<file path="config.mk">
export PLATFORM = sky130hd
export DESIGN_NAME = mux4_rr_arbiter
export DESIGN_NICKNAME = d
export VERILOG_FILES = /design/src/rtl/mux4_rr_arbiter.sv
export SDC_FILE = /design/constraint.sdc
export NUM_CORES = 1
export LEC_CHECK = 0
export BUFFER_PORTS_ARGS = -buffer_cell sky130_fd_sc_hd__buf_2
export CAP_MARGIN = 20
export CORE_AREA = 2 2 60 90
export CTS_CLUSTER_DIAMETER = 200
export DETAILED_ROUTE_END_ITERATION = 10
export DIE_AREA = 0 0 62 92
export GPL_TIMING_DRIVEN = 0
export PLACE_DENSITY = 0.74
export SYNTH_ARGS = -nofsm -noshare
export SYNTH_HDL_FRONTEND = slang
export SYNTH_SLANG_ARGS = --single-unit
</file>
<file path="constraint.sdc">
create_clock -name clock -period 2.7 [get_ports clock]
set_input_delay 0.135 -clock clock [delete_from_list [all_inputs] [get_ports clock]]
set_output_delay 0.135 -clock clock [all_outputs]
set_load 0.02 [all_outputs]
</file>
<file path="src/rtl/mux4_rr_arbiter.sv">
// Round-robin arbiter that owns the select of a 4-input datapath mux.
// One requester is granted at a time. The selected operand is registered
// onto a shared output bus together with a valid flag. A waiting requester
// gets the bus after at most MAX_HOLD consecutive cycles of another owner.
module mux4_rr_arbiter #(
  parameter int WIDTH    = 16,
  parameter int MAX_HOLD = 8    // legal range 2..255
) (
  input  logic             clock,
  input  logic             reset,
  input  logic [3:0]       req,
  input  logic [WIDTH-1:0] in1,
  input  logic [WIDTH-1:0] in2,
  input  logic [WIDTH-1:0] in3,
  input  logic [WIDTH-1:0] in4,
  output logic [3:0]       grant,
  output logic [1:0]       select,
  output logic [WIDTH-1:0] out,
  output logic             out_valid,
  output logic             busy
);

  typedef enum logic {IDLE, GRANT} state_e;

  // The owner keeps the bus until hold_cnt reaches this value while others wait.
  localparam logic [7:0] HOLD_LIMIT = 8'(MAX_HOLD - 1);

  state_e           state_q, state_d;
  logic [1:0]       owner_q, owner_d;
  logic [1:0]       ptr_q, ptr_d;
  logic [7:0]       hold_q, hold_d;
  logic [3:0]       grant_q, grant_d;
  logic [WIDTH-1:0] out_q, out_d;
  logic             valid_q, valid_d;

  logic [3:0]       others;
  logic [WIDTH-1:0] sel_data;

  // Returns the first requesting index, scanning start, start+1, ... (mod 4).
  function automatic logic [1:0] pick(input logic [3:0] r, input logic [1:0] start);
    logic [1:0] idx;
    pick = start;
    // Scan from the farthest offset down, so the nearest requester wins.
    for (int i = 3; i >= 0; i--) begin
      idx = start + 2'(i);
      if (r[idx]) pick = idx;
    end
  endfunction

  // Operand currently routed through the shared mux.
  always_comb begin
    unique case (owner_q)
      2'd0:    sel_data = in1;
      2'd1:    sel_data = in2;
      2'd2:    sel_data = in3;
      default: sel_data = in4;
    endcase
  end

  // Arbitration and data-path next state.
  always_comb begin
    // NOTE: every variable gets a default first, so no path can infer a latch.
    state_d = state_q;
    owner_d = owner_q;
    ptr_d   = ptr_q;
    hold_d  = hold_q;
    out_d   = out_q;
    valid_d = 1'b0;
    others  = req & ~(4'b0001 << owner_q);

    unique case (state_q)
      IDLE: begin
        if (|req) begin
          state_d = GRANT;
          owner_d = pick(req, ptr_q);
          hold_d  = '0;
        end
      end
      GRANT: begin
        if (!req[owner_q]) begin
          // Owner released: it drops to lowest priority.
          ptr_d = owner_q + 2'd1;
          if (|others) begin
            owner_d = pick(others, owner_q + 2'd1);
            hold_d  = '0;
          end else begin
            state_d = IDLE;
          end
        end else if (hold_q == HOLD_LIMIT && |others) begin
          // Forced rotation: the owner has held the bus long enough.
          ptr_d   = owner_q + 2'd1;
          owner_d = pick(others, owner_q + 2'd1);
          hold_d  = '0;
        end else if (hold_q != HOLD_LIMIT) begin
          hold_d = hold_q + 8'd1;
        end
      end
      default: state_d = IDLE;
    endcase

    grant_d = (state_d == GRANT) ? (4'b0001 << owner_d) : 4'b0000;

    // Capture the owner's operand only while it is still requesting.
    if (state_q == GRANT && req[owner_q]) begin
      out_d   = sel_data;
      valid_d = 1'b1;
    end
  end

  // State registers with synchronous reset.
  always_ff @(posedge clock) begin
    if (reset) begin
      state_q <= IDLE;
      owner_q <= '0;
      ptr_q   <= '0;
      hold_q  <= '0;
      grant_q <= '0;
      out_q   <= '0;
      valid_q <= 1'b0;
    end else begin
      // NOTE: non-blocking assignments, so every flop samples pre-edge values.
      state_q <= state_d;
      owner_q <= owner_d;
      ptr_q   <= ptr_d;
      hold_q  <= hold_d;
      grant_q <= grant_d;
      out_q   <= out_d;
      valid_q <= valid_d;
    end
  end

  assign grant     = grant_q;
  assign select    = owner_q;
  assign out       = out_q;
  assign out_valid = valid_q;
  assign busy      = (state_q == GRANT);

endmodule

</file>
==> impl_summary.md <==
Status
The run finished with clean final reports.

Synthesis
Averaged over all synthesized cells, the footprint is 8.04 sq um. The sequential area share after synthesis is 31.8%. The post-synthesis cell type with the largest combined area is sky130_fd_sc_hd__dfxtp_1.

Counting every instance in the synthesized netlist gives 266. For this run, the number of Yosys warnings is 0. The area share of the largest cell type after synthesis is 31.8%. The number of synthesized flops with an enable pin is 0. In this run, synthesis produced a sequential element count of 34.

The total standard cell area after synthesis is 2140 sq um. Synthesis produced a netlist with a net count of 343. Counting flops with an async set or reset pin after synthesis yields a share of 0%. Ranked by total cell area, the synthesized netlist is headed by sky130_fd_sc_hd__dfxtp_1 (32%), sky130_fd_sc_hd__nor2_1 (11%), sky130_fd_sc_hd__a21oi_1 (9.1%), sky130_fd_sc_hd__a222oi_1 (7.5%), sky130_fd_sc_hd__ha_1 (4.1%).

The most instantiated flip-flop cell in the synthesis netlist is sky130_fd_sc_hd__dfxtp_1. The distinct cell type count after synthesis is 51.

Pwr
Across the VDD grid, the largest voltage drop is 421 uV. The standby leakage power is 1.29 nW. The power consumption is 1.61 mW. The total power divided by cell area is 577 nW/um^2.

Floorplan
The die covers 5700 sq um. Pin placement for this block handled 94 I/O pins. The die is 92 um tall. The area of the core region is 5000 sq um. The floorplan step set the die width to 62 um. The initial utilization of the core area, before any placement, comes to 42.8%. The total number of placement rows is 32.

Setup path
The type of origin of the critical path is a register. The start-to-end type of the worst setup path is register to register. The endpoint of the most critical register-to-register path is grant[3]. For the worst setup path, the data arrival time is 2.69 ns. The kind of cell with the highest combined delay on the critical path is compound AO/OA/AOI/OAI gates. Tracing the worst setup path back leads to its startpoint at select[1]. The worst-path cell with the longest stage delay is sky130_fd_sc_hd__dfxtp_1. The cell depth of the worst flop-to-flop path is 9. Traced cell by cell, the critical path runs through inv_1, ha_1, buf_4, and2b_1, o21ai_0, a31oi_1, a31oi_2, a221oi_4, and3b_1.

The maximum fanout count along the critical path is 9. The number of buffers and inverters on the critical path is 2. STA puts the critical path data required time at 2.88 ns.

STA classifies the critical path endpoint as a register. The delay of the slowest critical-path stage is 0.51 ns. For flop-to-flop paths, the worst setup slack is 0.19 ns. In this run the critical register-to-register path is launched from select[1].

Clocking
Clock tree synthesis inserted a total of 5 buffers. No sink is reached through more buffers than the 2 on the longest clock path. The number of buffers inserted by hold repair at cts is 0. The insertion delay of the later-clocked pin in the worst-skew pair is 0.28 ns. The clock tree from TritonCTS is done. Once the clock tree was built, the setup fixing pass inserted 0 buffers. The clock tree synthesis step divided the H-tree into 2 levels. Clock tree synthesis found a total of 34 sinks. The clock transition time at the flip-flop clock pins of the worst setup and hold paths is 0.07 ns.

The cell sitting at the root of the clock tree is a sky130_fd_sc_hd__clkbuf_8.

Cells and area
The cell area after layout is 2790 sq um. The final layout contains 441 nets. The number of fill cells is 491. Compared with the post-synthesis result, the final layout area differs by 30.6%. The ratio of cells with drive above 1 in the final layout is 33.8%. The diode insertion count for antenna repair is 0.

Placement
The count of input and output buffers is 91. The placed wire-length estimate is 4910 um. The routability-driven placement congestion ratio is 0.876.

After detailed placement, the total cell area comes to 2680 sq um.

Drt
The DRC violations left is 0. The via density per instance is 5.33. Summed over all layers, the routed wires come to 6170 um.

The number of nets with antenna violations after routing is 0. The number of DRC markers after the initial detailed-route iteration is 127. The length of the first detailed-routing pass in iterations is 5. The wire length per cell is 14.3 um. The final route contains 2,304 vias.

STA
For this run, the top clock speed supported by timing is 0.398 GHz. The worst setup skew after layout is 0.00355 ns. Setup total negative slack on the finished layout was measured at 0 ns. The final worst-path cycle share is 93.0%. The transition time at the pin with the least slew margin is 0.492 ns. After layout, the minimum clock period comes to 2.51 ns. The final-report setup violation count is 0. The final number of max-transition violations is 0. The headroom to the max-slew limit is 66.9%. The number of hold violations in the final report is 0. Setup repair after global routing left no endpoint under its margin.

Global routing
After global routing the overflow that remains totals 0. Entering global routing, the biggest net connects 11 pins. The global-route total usage across every layer is 23.4%. The global-route wire length before repair is 10,300 um.

The via count of the first global-routing pass is 2,342. The initial antenna violation count is 0.

Min path
The hold-critical path endpoint is select[1]. The cell depth of the worst hold path is 2. The startpoint identified for the worst hold timing path is reset.

The worst hold path belongs to the class input port to register.

Flow run
Across the run, the number of max-cap violations was 0.
-- layout by cell type, fill, tap and decap left out, drive strengths merged, types with 4 or more instances in the layout --
cell,netlist,layout
buf,8,99
o21ai,6,6
a21oi,40,40
inv,5,5
dfxtp,34,34
a31oi,4,4
clkbuf,13,19
a222oi,16,16
nor2b,9,9
xor2,5,5
nand2,11,11
ha,7,7
nand4,4,4
nor3,6,6
nor2,64,64
-- state kept, by name, summed over array words and instances (netlist names) --
signal,count
busy,1
grant,4
hold_q,8
out,16
out_valid,1
ptr_q,2
select,2
-- layout make-up --
type / count / area, sq um / area share (%)
clock buffer: 6 / 82.6 / 2.96
clock inverter: 1 / 30.0 / 1.07
sequential: 34 / 682 / 24.4
multi-input combinational: 206 / 1310 / 47.0
inverter: 5 / 18.8 / 0.672
buffer: 21 / 128 / 4.57
timing repair buffer: 91 / 455 / 16.3
tap: 68 / 85.1 / 3.05
-- cell usage after synthesis (all sizes together) (4+ instances only) --
cell / n
nor2b: 9
nand4: 4
nor2: 64
inv: 5
a222oi: 16
nor3: 6
o21ai: 6
a21oi: 40
xor2: 5
clkbuf: 13
nand2: 11
a31oi: 4
dfxtp: 34
buf: 8
ha: 7
-- worst max path at each step --
stage,endpoint,cells past startpoint
after global placement,grant[3],9
after CTS,grant[3],9
after detailed placement,grant[3],9
after floorplan,grant[3],9
final,grant[3],9
after global routing,hold_q[0],9
-- per-stage QoR --
stage / utilization, % / setup WS [ns] / instances / hold WS (ns)
after global placement: 53.6 / 0.101 / 425 / 0.358
final: 55.8 / 0.189 / 432 / 0.0600
after CTS: 55.8 / 0.0885 / 432 / 0.0561
after global routing: 55.8 / 0.0588 / 432 / 0.0802
after floorplan: - / 0.330 / 266 / 0.207
after detailed placement: 53.6 / 0.0890 / 425 / 0.357
-- metal layers --
metal  routed length (um)  GRT usage (%)
met1                 2310           25.8
met2                 3320           40.5
met3                  367           6.21
met4                  173           8.87
met5                    0              0
-- cells by family after synthesis --
kind of cell / after synthesis / synth area share, %
and+or+nand+nor: 110 / 25.9
AOI/OAI and AO/OA: 79 / 26.5
DFF: 34 / 31.8
buffers and inverters: 26 / 6.84
xor gates and xnor gates: 7 / 2.87
adders and majority gates: 7 / 4.09
muxes: 3 / 1.99
-- timing repair --
action / 4_1_cts / 5_1_grt
resized for setup: 0 / 1
setup endpoints to repair: 0 / 6
hold endpoints to repair: 0 / 0
-- power breakdown --
group	total, mW	switching [mW]	internal, mW
Combinational	0.568	0.332	0.236
Clock	0.470	0.175	0.295
Sequential	0.575	0.0311	0.544
Total	1.61	0.538	1.07
(Power assumes the default switching activity.)
